**config.mk**
```make
export PLATFORM = sky130hd
export DESIGN_NAME = dht22_poll_scheduler
export DESIGN_NICKNAME = d
export VERILOG_FILES = /design/src/rtl/dht22_sched_pkg.sv /design/src/rtl/dht22_poll_scheduler_ms_tick_gen.sv /design/src/rtl/dht22_poll_scheduler.sv
export SDC_FILE = /design/constraint.sdc
export NUM_CORES = 1
export LEC_CHECK = 0
export BUFFER_PORTS_ARGS = -buffer_cell sky130_fd_sc_hd__buf_4
export CORE_ASPECT_RATIO = 0.7
export CORE_MARGIN = 2
export CORE_UTILIZATION = 45
export CTS_BUF_LIST = sky130_fd_sc_hd__clkbuf_8
export CTS_CLUSTER_DIAMETER = 120
export DETAILED_ROUTE_END_ITERATION = 8
export PLACE_DENSITY = 0.66
export SLEW_MARGIN = 20
export SYNTH_ARGS = -nofsm -noshare
export SYNTH_HDL_FRONTEND = slang
export SYNTH_SLANG_ARGS = --single-unit
export TNS_END_PERCENT = 30
```
**constraint.sdc**
```tcl
create_clock -name i_clk -period 4.2 [get_ports i_clk]
set_clock_uncertainty 0.2 [all_clocks]
set_input_delay 0.84 -clock i_clk [delete_from_list [all_inputs] [get_ports i_clk]]
set_output_delay 0.84 -clock i_clk [all_outputs]
set_load 0.01 [all_outputs]
```
**src/rtl/dht22_sched_pkg.sv**
```systemverilog
// Shared types and helpers for the DHT22 poll scheduler.
package dht22_sched_pkg;

  localparam int unsigned MS_W = 16;

  typedef enum logic [2:0] {
    IDLE,
    HOLDOFF,
    START,
    WAIT,
    CHECK,
    ABORT,
    RETRY
  } sched_state_e;

  // DHT22 checksum: byte-wise sum of humidity and temperature, modulo 256
  function automatic logic [7:0] dht_sum(input logic [15:0] hum, input logic [15:0] tmp);
    return hum[15:8] + hum[7:0] + tmp[15:8] + tmp[7:0];
  endfunction

endpackage

```
**src/rtl/dht22_poll_scheduler_ms_tick_gen.sv**
```systemverilog
// Free-running millisecond prescaler: one-cycle tick every CLK_PER_MS clocks.
module ms_tick_gen #(
  parameter int unsigned CLK_PER_MS = 100_000
) (
  input  logic i_clk,
  input  logic i_rst_n,
  output logic o_tick
);

  localparam int unsigned CW = (CLK_PER_MS > 1) ? $clog2(CLK_PER_MS) : 1;
  localparam logic [CW-1:0] RELOAD = CW'(CLK_PER_MS - 1);

  logic [CW-1:0] r_cnt;
  logic          r_tick;

  // Down-counter reloads on terminal count and emits the tick
  always_ff @(posedge i_clk or negedge i_rst_n) begin
    if (!i_rst_n) begin
      r_cnt  <= RELOAD;
      r_tick <= 1'b0;
    end else if (r_cnt == '0) begin
      r_cnt  <= RELOAD;
      r_tick <= 1'b1;
    end else begin
      r_cnt  <= r_cnt - 1'b1;
      r_tick <= 1'b0;
    end
  end

  assign o_tick = r_tick;

endmodule

```
**src/rtl/dht22_poll_scheduler.sv**
```systemverilog
// DHT22 poll scheduler: periodic / on-demand reads with minimum-interval
// holdoff, timeout abort, checksum check, retries and last-good data hold.
// Optional statistics counters: define DHT22_SCHED_STATS_EN.
//
// state   | meaning
// IDLE    | no transaction; waiting for trig or periodic request
// HOLDOFF | request accepted; waiting for minimum start spacing
// START   | dht_start pulse out
// WAIT    | waiting for dht_valid or timeout
// CHECK   | verifying captured checksum
// ABORT   | dht_abort / err_timeout pulse out
// RETRY   | decide between another attempt and giving up
module dht22_poll_scheduler
  import dht22_sched_pkg::*;
#(
  parameter int unsigned CLK_PER_MS      = 100_000,
  parameter int unsigned POLL_PERIOD_MS  = 5000,
  parameter int unsigned MIN_INTERVAL_MS = 2000,
  parameter int unsigned TIMEOUT_MS      = 20,
  parameter int unsigned MAX_RETRY       = 3
) (
  input  logic        i_clk,
  input  logic        i_rst_n,
  input  logic        i_enable,
  input  logic        i_trig,
  output logic        o_dht_start,
  output logic        o_dht_abort,
  input  logic        i_dht_valid,
  input  logic [15:0] i_dht_humidity,
  input  logic [15:0] i_dht_temperature,
  input  logic [7:0]  i_dht_checksum,
  output logic [15:0] o_humidity,
  output logic [15:0] o_temperature,
  output logic        o_data_ok,
  output logic        o_sample_valid,
  output logic        o_err_checksum,
  output logic        o_err_timeout,
  output logic        o_fail,
  output logic        o_busy,
  output logic [15:0] o_good_cnt,
  output logic [15:0] o_fail_cnt
);

  localparam int unsigned EFF_PERIOD_MS =
    (POLL_PERIOD_MS > MIN_INTERVAL_MS) ? POLL_PERIOD_MS : MIN_INTERVAL_MS;
  localparam logic [MS_W-1:0] PERIOD_LIM = 16'(EFF_PERIOD_MS);
  localparam logic [MS_W-1:0] IVAL_LIM   = 16'(MIN_INTERVAL_MS);
  localparam logic [MS_W-1:0] TO_LIM     = 16'(TIMEOUT_MS);
  localparam logic [7:0]      RETRY_LIM  = 8'(MAX_RETRY);

  logic            w_tick;
  sched_state_e    r_state;
  logic [MS_W-1:0] r_ival_ms, r_period_ms, r_to_ms;
  logic            r_trig_pend;
  logic [7:0]      r_retry;
  logic [15:0]     r_cap_hum, r_cap_tmp;
  logic [7:0]      r_cap_cks;
  logic [15:0]     r_humidity, r_temperature;
  logic            r_data_ok, r_sample_valid, r_err_checksum, r_err_timeout;
  logic            r_fail, r_dht_start, r_dht_abort;

  ms_tick_gen #(.CLK_PER_MS(CLK_PER_MS)) u_tick (
    .i_clk   (i_clk),
    .i_rst_n (i_rst_n),
    .o_tick  (w_tick)
  );

  // Millisecond timers: saturate at their limit, restart while a start is issued.
  // period_ms resets saturated so the first periodic poll is requested at once.
  always_ff @(posedge i_clk or negedge i_rst_n) begin
    if (!i_rst_n) begin
      r_ival_ms   <= '0;
      r_period_ms <= PERIOD_LIM;
      r_to_ms     <= '0;
    end else if (r_state == START) begin
      r_ival_ms   <= '0;
      r_period_ms <= '0;
      r_to_ms     <= '0;
    end else if (w_tick) begin
      if (r_ival_ms < IVAL_LIM)     r_ival_ms   <= r_ival_ms + 16'd1;
      if (r_period_ms < PERIOD_LIM) r_period_ms <= r_period_ms + 16'd1;
      if (r_to_ms < TO_LIM)         r_to_ms     <= r_to_ms + 16'd1;
    end
  end

  // One-deep on-demand request; a trig coinciding with START is kept, not lost
  always_ff @(posedge i_clk or negedge i_rst_n) begin
    if (!i_rst_n)              r_trig_pend <= 1'b0;
    else if (i_trig)           r_trig_pend <= 1'b1;
    else if (r_state == START) r_trig_pend <= 1'b0;
  end

  // Transaction sequencer with registered pulse outputs and held sample
  always_ff @(posedge i_clk or negedge i_rst_n) begin
    if (!i_rst_n) begin
      r_state        <= IDLE;
      r_retry        <= '0;
      r_cap_hum      <= '0;
      r_cap_tmp      <= '0;
      r_cap_cks      <= '0;
      r_humidity     <= '0;
      r_temperature  <= '0;
      r_data_ok      <= 1'b0;
      r_sample_valid <= 1'b0;
      r_err_checksum <= 1'b0;
      r_err_timeout  <= 1'b0;
      r_fail         <= 1'b0;
      r_dht_start    <= 1'b0;
      r_dht_abort    <= 1'b0;
    end else begin
      r_sample_valid <= 1'b0;
      r_err_checksum <= 1'b0;
      r_err_timeout  <= 1'b0;
      r_fail         <= 1'b0;
      r_dht_start    <= 1'b0;
      r_dht_abort    <= 1'b0;
      case (r_state)
        IDLE: begin
          if (r_trig_pend || (i_enable && (r_period_ms >= PERIOD_LIM))) r_state <= HOLDOFF;
        end
        HOLDOFF: begin
          if (r_ival_ms >= IVAL_LIM) begin
            r_state     <= START;
            r_dht_start <= 1'b1;
          end
        end
        START: r_state <= WAIT;
        WAIT: begin
          if (i_dht_valid) begin
            r_cap_hum <= i_dht_humidity;
            r_cap_tmp <= i_dht_temperature;
            r_cap_cks <= i_dht_checksum;
            r_state   <= CHECK;
          end else if (r_to_ms >= TO_LIM) begin
            r_state       <= ABORT;
            r_dht_abort   <= 1'b1;
            r_err_timeout <= 1'b1;
          end
        end
        CHECK: begin
          if (dht_sum(r_cap_hum, r_cap_tmp) == r_cap_cks) begin
            r_humidity     <= r_cap_hum;
            r_temperature  <= r_cap_tmp;
            r_sample_valid <= 1'b1;
            r_data_ok      <= 1'b1;
            r_retry        <= '0;
            r_state        <= IDLE;
          end else begin
            r_err_checksum <= 1'b1;
            r_state        <= RETRY;
          end
        end
        ABORT: r_state <= RETRY;
        RETRY: begin
          if (r_retry < RETRY_LIM) begin
            r_retry <= r_retry + 8'd1;
            r_state <= HOLDOFF;
          end else begin
            r_fail  <= 1'b1;
            r_retry <= '0;
            r_state <= IDLE;
          end
        end
        default: r_state <= IDLE;
      endcase
    end
  end

`ifdef DHT22_SCHED_STATS_EN
  logic [15:0] r_good_cnt, r_fail_cnt;

  // Saturating event counters, advanced the cycle after each pulse
  always_ff @(posedge i_clk or negedge i_rst_n) begin
    if (!i_rst_n) begin
      r_good_cnt <= '0;
      r_fail_cnt <= '0;
    end else begin
      if (r_sample_valid && (r_good_cnt != 16'hFFFF)) r_good_cnt <= r_good_cnt + 16'd1;
      if (r_fail && (r_fail_cnt != 16'hFFFF))         r_fail_cnt <= r_fail_cnt + 16'd1;
    end
  end

  assign o_good_cnt = r_good_cnt;
  assign o_fail_cnt = r_fail_cnt;
`else
  assign o_good_cnt = '0;
  assign o_fail_cnt = '0;
`endif

  assign o_dht_start    = r_dht_start;
  assign o_dht_abort    = r_dht_abort;
  assign o_humidity     = r_humidity;
  assign o_temperature  = r_temperature;
  assign o_data_ok      = r_data_ok;
  assign o_sample_valid = r_sample_valid;
  assign o_err_checksum = r_err_checksum;
  assign o_err_timeout  = r_err_timeout;
  assign o_fail         = r_fail;
  assign o_busy         = (r_state != IDLE);

endmodule

```
==> results of run 1 <==
==> repair_timing <==
| item | CTS | global route |
|---|---|---|
| hold buffers | 0 | 0 |
| setup endpoints to repair | 13 | 42 |
| gates cloned | 0 | 3 |
| buffers inserted | 0 | 2 |
| gates resized for setup | 1 | 22 |
==> per-layer routing <==
layer / GRT usage [%] / share of wire, % / up-vias
li1: - / - / 2265
met1: 24.0 / 47 / 2453
met2: 27.0 / 49 / 95
met3: 3.75 / 3.8 / 9
met4: 4.61 / 0.67 / 0
met5: 0 / 0 / -
==> worst max-delay path, stage by stage, from the launching register on <==
cell and delay, ns:
dfrtp_1 0.41, fa_1 0.55, inv_2 0.04, fa_1 0.49, inv_1 0.04, ha_2 0.19
fa_1 0.47, xor2_1 0.19, a2111oi_2 0.32, o2111ai_2 0.22, nor4_4 0.19, buf_6 0.19
clkbuf_16 0.20, mux2_2 0.35
==> area by class of cell <==
class	count	share of cell area [%]
repair buffers	94	9.06
well taps	225	3.23
flip-flops and latches	156	45.0
inverters	24	1.03
clock inverters	15	2.01
clock buffers	17	2.68
multi-input cells	420	37.0
==> synth_stat cells, types with 2 or more instances <==
library cell  count
nand4_1           2
nor4_1            6
or4_1             7
a21oi_1          16
and4_1            2
a211oi_1          4
dfstp_2          15
a31oi_1          13
or3_1             7
nand2b_1          3
a21o_1            4
buf_4            36
o21bai_1          2
dfrtp_1         141
nor2b_1           3
clkbuf_1          9
o21ai_0           6
and3_1           19
ha_1             15
xor2_1           27
nor2_1           61
mux2_2           73
buf_2             2
fa_1             14
a41oi_1           3
o211ai_1          2
inv_1            23
o2111ai_1         5
and2_1            5
buf_1             5
nor3_1            6
o31ai_1           2
nand2_1          33
xnor2_1          22
nand3_1          11
==> sequential cells by signal, indices dropped and copies added, names as in the netlist, 3 cells and up <==
name / cells
r_cap_tmp: 16
r_cap_cks: 8
o_humidity: 16
r_retry: 8
r_ival_ms: 16
o_temperature: 16
r_to_ms: 16
r_state: 3
r_cap_hum: 16
u_tick.r_cnt: 17
r_period_ms: 16
==> cells by family (layout without fill, tap and decap cells) <==
| family | Yosys count | after routing | synth area share (%) |
|---|---|---|---|
| xor+xnor | 49 | 49 | 5.81 |
| compound gates | 69 | 69 | 6.51 |
| fa+ha+maj | 29 | 29 | 6.34 |
| flops | 156 | 156 | 53.1 |
| mux | 73 | 73 | 11.1 |
| buf+inv | 77 | 150 | 5.88 |
| simple gates | 168 | 168 | 11.2 |
| other cells | 1 | 32 | 0.0508 |
==> report_power, final <==
group	total [mW]	switching, mW	internal (mW)	leakage, nW
clock	1.17	0.618	0.553	0.205
sequential	2.10	0.283	1.81	2.02
combinational	3.11	1.68	1.42	2.02
total	6.37	2.58	3.79	4.25
==> per-stage QoR <==
step                setup TNS [ns]  cells
finish                           0    951
global route                 -3.01    951
CTS                              0    946
detailed placement               0    914
global placement                 0    914
floorplan                        0    653
==> final timing paths <==
kind,start,end,slack (ns),cells after the start
worst min register to register,u_tick.r_cnt[0]$_DFF_PN1_,u_tick.r_cnt[0]$_DFF_PN1_,0.26,1
worst max register to register,r_cap_hum[1]$_DFFE_PN0P_,o_temperature[11]$_DFFE_PN0P_,0.03,13
max in group asynchronous,i_rst_n,u_tick.r_cnt[9]$_DFF_PN1_,2.62,2
worst max-delay path,r_cap_hum[1]$_DFFE_PN0P_,o_temperature[11]$_DFFE_PN0P_,0.03,13
worst min-delay path,i_rst_n,r_period_ms[5]$_DFFE_PN0P_,0.26,1
min in group i_clk,u_tick.r_cnt[0]$_DFF_PN1_,u_tick.r_cnt[0]$_DFF_PN1_,0.26,1
==> layout by cell type, fill, tap and decap left out, drive strengths merged, types with 6 or more instances in the layout <==
| master | instances |
|---|---|
| ha | 15 |
| or4 | 7 |
| o21ai | 6 |
| nand3 | 11 |
| buf | 91 |
| and3 | 19 |
| nor3 | 6 |
| xnor2 | 22 |
| xor2 | 27 |
| clkbuf | 20 |
| nor4 | 7 |
| dfrtp | 141 |
| a31oi | 13 |
| a21oi | 16 |
| inv | 34 |
| mux2 | 73 |
| nor2 | 61 |
| conb | 32 |
| dfstp | 15 |
| nand2 | 33 |
| or3 | 7 |
| fa | 14 |
==> summary.md, run 1 <==
| Metric | Value |
|---|---|
| Status | `finished, final reports clean` |
| Global-route congestion overflow total | `0` |
| Endpoints failing setup | `0` |
| PnR Total Power | `6.37 mW` |
| Leakage power of the design | `4.25 nW` |
| Wire length of the first global-routing pass | `23,800 um` |
| Relative max-transition margin | `42.9%` |
| Final Hold Fails | `0` |
| Number of nets in the layout | `787` |
| Fraction of final layout cells with drive strength greater than 1 | `31.1%` |
| Number of warning messages in the yosys log | `0` |
| Power density over the cells | `731 nW/um^2` |
| Number of global-route vias before repair | `4,883` |
| Initial standard-cell utilization of the core | `45.6%` |
| Total GRT Usage | `17.1%` |
| Clock tree sinks | `156` |
| Async SR Flop Fraction | `100%` |
| Die outline area | `17,500 um^2` |
| Post-detailed-route count of antenna-violating nets | `0` |
| Critical Path RT | `4.32 ns` |
| DIE HEIGHT | `111 um` |
| Antenna violations before repair | `0` |
| Number of storage elements in the synthesis netlist | `156` |
| Sequential fraction of the synthesis area | `53.1%` |
| Area inside the core boundary | `16,200 um^2` |
| Total iterations of the first detailed-routing run | `4` |
| Number of H-tree levels | `4` |
| Setup Slack @ Placement | `0.00993 ns` |
| Critical Path AT | `4.29 ns` |
| Crit path max fanout | `16` |
| Worst IR Drop VDD | `0.866 mV` |
| Pin count of the biggest net entering global routing | `93` |
| Most instantiated flip-flop cell in the synthesis netlist | `dfrtp_1` |
| Worst setup path category | `reg -> reg` |
| Number of distinct standard cells referenced by the synthesized netlist | `53` |
| Highest clock rate | `240 MHz` |
| Number of remaining DRC errors | `0` |
| Via count of the routed design | `4,822` |
| Final weighted congestion in routability-driven placement | `0.765` |
| Width of the die | `157 um` |
| Clock transition at the register clock pins on the worst setup and hold paths after CTS | `0.09 ns` |
| Post-route setup slack | `0.0310 ns` |
| Final Routed Wirelength | `14,700 um` |
| RSZ-0062 raised after global routing | `true` |
| Post-route fraction of the period consumed by the critical path | `99.3%` |
| DRT iter0 DRCs | `294` |
| Proportion of netlist area held by the largest area contributor | `47.8%` |
| Cell taking the most area after synthesis | `dfrtp_1` |
| Worst min-delay path class | `in -> async` |
| Port bufs | `84` |
| Mean Syn Cell Area | `11.9 um^2` |
| Combined area of the multi-input logic cells | `3230 um^2` |
| Cell area after placement | `8140 um^2` |
| Synthesized instance count | `622` |
| Number of flops mapped to enable cells by yosys | `0` |
| Area taken by flip-flops and latches | `3920 um^2` |
| Final hold slack | `0.255 ns` |
| Final period demand of the worst path | `4.17 ns` |
| Post-Syn Area | `7380 um^2` |
| Number of slew-limit violations in the final report | `0` |
| Growth of design area from synthesis to finish | `18.1%` |
| CTS buffer count | `17` |
| Via density per instance | `5.07` |
| Half-perimeter wire length of the detailed placement result | `9840 um` |
| Critical Path Sink Type | `register` |
| Count of boundary I/O pins | `117` |
| Post-layout instance area | `8720 um^2` |
| Filler instances | `1,370` |
| Wirelength per Cell | `15.5 um` |
| TritonCTS clock tree | `yes` |
| Maximum number of buffers from clock root to sink | `2` |
| Slew at the pin closest to its max-slew limit | `0.857 ns` |
| Cell row count | `39` |
| Cell types occupying the most area after synthesis | `dfrtp_1 (48%), mux2_2 (11%), dfstp_2 (5.3%), fa_1 (3.8%), buf_4 (3.7%)` |
| Nature of the critical path startpoint | `register` |
| Share of the core filled with cells | `53.9%` |
| Root Buffer Master | `clkbuf_8` |
| Clock network latency to the later pin of the worst-skew pair | `0.43 ns` |
| Total inserted antenna cells | `0` |
| Max-cap violations | `0` |
(Power assumes the default switching activity.)
==> run 2, diff against run 1 <==
--- a/config.mk
+++ b/config.mk
@@ -12,6 +12,7 @@
 export CTS_BUF_LIST = sky130_fd_sc_hd__clkbuf_8
 export CTS_CLUSTER_DIAMETER = 120
 export DETAILED_ROUTE_END_ITERATION = 8
+export MAX_ROUTING_LAYER = met4
 export PLACE_DENSITY = 0.66
 export SLEW_MARGIN = 20
 export SYNTH_ARGS = -nofsm -noshare
==> run 2 against run 1 <==
Against the previous run: power grew 0.14%; fmax decreased by 0.13%; worst setup slack worse by 0.0055 ns; hold slack barely moved; sequential power barely moved; flip-flop and latch count is the same; clock power is essentially flat; routed wire length up 1.1%; utilization about the same; critical endpoint unchanged; largest cell class unchanged.
==> summary.md, run 2 (synthesis results as in run 1) <==
| Metric | Value |
|---|---|
| Total inserted antenna cells | `0 (unchanged)` |
| Worst IR Drop VDD | `0.860 mV (was 0.866 mV)` |
| Final hold slack | `0.255 ns (about the same)` |
| Post-route setup slack | `0.0255 ns (was 0.0310 ns)` |
| Critical path cell sequence | `fa_1 > inv_2 > fa_1 > inv_1 > ha_2 > fa_1 > xor2_1 > a2111oi_2 > o2111ai_2 > nor4_4 > buf_6 > clkbuf_16 > mux2_2 (unchanged)` |
| Register name with the most flops | `u_tick.r_cnt (unchanged)` |
| Number of remaining DRC errors | `0 (unchanged)` |
| Half-perimeter wire length of the detailed placement result | `9840 um (unchanged)` |
| Most Frequent Cell on Critical Path | `fa_1 (unchanged)` |
| Area inside the core boundary | `16,200 um^2 (unchanged)` |
| Nature of the critical path startpoint | `register (unchanged)` |
| Clock network latency to the later pin of the worst-skew pair | `0.43 ns (about the same)` |
| Cell row count | `39 (unchanged)` |
| R2R depth | `13 (unchanged)` |
| Global-route congestion overflow total | `0 (unchanged)` |
| Final weighted congestion in routability-driven placement | `0.775 (was 0.765)` |
| Total iterations of the first detailed-routing run | `5 (was 4)` |
| Setup Slack @ Placement | `0.00993 ns (unchanged)` |
| Cell with the largest stage delay on the worst path | `fa_1 (unchanged)` |
| Via density per instance | `5.07 (about the same)` |
| Hold-fix buffers, CTS | `0 (unchanged)` |
| Critical Path RT | `4.33 ns (was 4.32 ns)` |
| RSZ-0062 raised after global routing | `true (unchanged)` |
| Count of boundary I/O pins | `117 (unchanged)` |
| Reg-to-reg critical path startpoint | `r_cap_hum[1]$_DFFE_PN0P_ (unchanged)` |
| TritonCTS clock tree | `yes (unchanged)` |
| Critical Path AT | `4.30 ns (was 4.29 ns)` |
| Via count of the routed design | `4,817 (was 4,822)` |
| Worst Hold Path Cells | `1` |
| Wirelength per Cell | `15.6 um (was 15.5 um)` |
| Final Hold Fails | `0 (unchanged)` |
| Total GRT Usage | `17.7% (was 17.1%)` |
| Number of nets in the layout | `787 (unchanged)` |
| CTS buffer count | `17 (unchanged)` |
| Relative max-transition margin | `42.5% (was 42.9%)` |
| Max-cap violations | `0 (unchanged)` |
| Endpoints failing setup | `0 (unchanged)` |
| Source of the critical timing path | `r_cap_hum[1]$_DFFE_PN0P_ (unchanged)` |
| Die outline area | `17,500 um^2 (unchanged)` |
| Status | `finished, final reports clean (unchanged)` |
| DIE HEIGHT | `111 um (unchanged)` |
| Number of H-tree levels | `4 (unchanged)` |
| Commonest non-fill, non-tap cells in the layout | `dfrtp_1 (141), buf_4 (87), nor2_1 (61) (unchanged)` |
| DRT iter0 DRCs | `265 (was 294)` |
| Hold_sp | `u_tick.r_cnt[0]$_DFF_PN1_` |
| Power density over the cells | `731 nW/um^2 (about the same)` |
| Post-route fraction of the period consumed by the critical path | `99.4% (was 99.3%)` |
| Width of the die | `157 um (unchanged)` |
| Worst setup path category | `reg -> reg (unchanged)` |
| Port bufs | `84 (unchanged)` |
| PnR Total Power | `6.38 mW (was 6.37 mW)` |
| Initial standard-cell utilization of the core | `45.6% (unchanged)` |
| Wire length of the first global-routing pass | `23,900 um (was 23,800 um)` |
| Clock transition at the register clock pins on the worst setup and hold paths after CTS | `0.09 ns (about the same)` |
| Root Buffer Master | `clkbuf_8 (unchanged)` |
| Clock tree sinks | `156 (unchanged)` |
| Number of flip-flops in the largest register | `17 (unchanged)` |
| Crit path max fanout | `16 (unchanged)` |
| Number of global-route vias before repair | `4,868 (was 4,883)` |
| Critical Path Sink Type | `register (unchanged)` |
| Antenna violations before repair | `0 (unchanged)` |
| Post-route non-filler standard cell count | `951 (unchanged)` |
| Growth of design area from synthesis to finish | `18.2% (was 18.1%)` |
| Peak per-stage delay on the critical path | `0.55 ns (about the same)` |
| Worst min-delay path class | `reg -> reg (was in -> async)` |
| Most common cell after layout, fill and taps aside | `dfrtp_1 (unchanged)` |
| Highest clock rate | `240 MHz (about the same)` |
| Fraction of final layout cells with drive strength greater than 1 | `31.1% (unchanged)` |
| Count of placed standard cells including taps | `914 (unchanged)` |
| Slew at the pin closest to its max-slew limit | `0.863 ns (was 0.857 ns)` |
| Final period demand of the worst path | `4.17 ns (about the same)` |
| Maximum number of buffers from clock root to sink | `2 (unchanged)` |
| Number of slew-limit violations in the final report | `0 (unchanged)` |
| Leakage power of the design | `4.25 nW (about the same)` |
| Post-detailed-route count of antenna-violating nets | `0 (unchanged)` |
| Pin count of the biggest net entering global routing | `93 (unchanged)` |
| Final Routed Wirelength | `14,900 um (was 14,700 um)` |
-- run 2: cell count changes in the layout (fill, tap and decap cells not counted) --
cell,before,now
mux2_4,16,17
mux2_2,57,56
-- run 2: worst paths after layout --
| check | end | slack [ns] |
|---|---|---|
| setup / recovery | o_temperature[11]$_DFFE_PN0P_ | 0.03 |
| hold / removal | u_tick.r_cnt[0]$_DFF_PN1_ | 0.26 |
| setup reg to reg | o_temperature[11]$_DFFE_PN0P_ | 0.03 |
| hold reg to reg | u_tick.r_cnt[0]$_DFF_PN1_ | 0.26 |
| max in group asynchronous | u_tick.r_cnt[9]$_DFF_PN1_ | 2.62 |
| min in group asynchronous | r_period_ms[5]$_DFFE_PN0P_ | 0.29 |
-- run 2: area by class of cell --
cell class                      instances  area (um^2)
Fill cell                            1373         7470
Sequential cell                       156         3920
Inverter                               24         90.1
Timing Repair Buffer                   94          791
Clock buffer                           17          234
Tap cell                              225          282
Clock inverter                         15          175
Multi-Input combinational cell        420         3230
-- run 2: timing repair --
action,CTS,global route
setup endpoints to repair,13,42
setup buffers,0,2
resized for setup,1,23
gates cloned,0,3
-- run 2: worst max-delay path, delay by kind of cell (launching register included) --
kind / cells / cell delay [ns]
AND/OR/NAND/NOR: 1 / 0.19
XOR/XNOR: 1 / 0.19
multiplexers: 1 / 0.35
AO/OA/AOI/OAI: 2 / 0.54
flip-flops: 1 / 0.41
adder cells (fa/ha/maj): 4 / 1.70
buffers and inverters: 4 / 0.47
-- run 2: where the power goes --
part	internal, mW	switching [mW]	total, mW
Clock	0.553	0.616	1.17
Sequential	1.81	0.283	2.10
Combinational	1.42	1.70	3.12
Total	3.79	2.59	6.38
-- run 2: per-stage QoR --
stage	setup TNS (ns)	instance area (um^2)	util, %
6_report	0	8730	53.9
5_1_grt	-2.95	8730	53.9
4_1_cts	0	8550	52.8
3_5_place_dp	0	8140	50.3
3_3_place_gp	0	8140	50.3
2_1_floorplan	0	7500	-
-- run 2: routing by layer --
metal | up-vias | wire length (um) | global-route usage, %
met1 | 2446 | 7160 | 24.5
met3 | 7 | 532 | 3.67
met5 | - | 0 | -
met2 | 99 | 7100 | 26.8
li1 | 2265 | - | -
met4 | 0 | 85 | 4.61
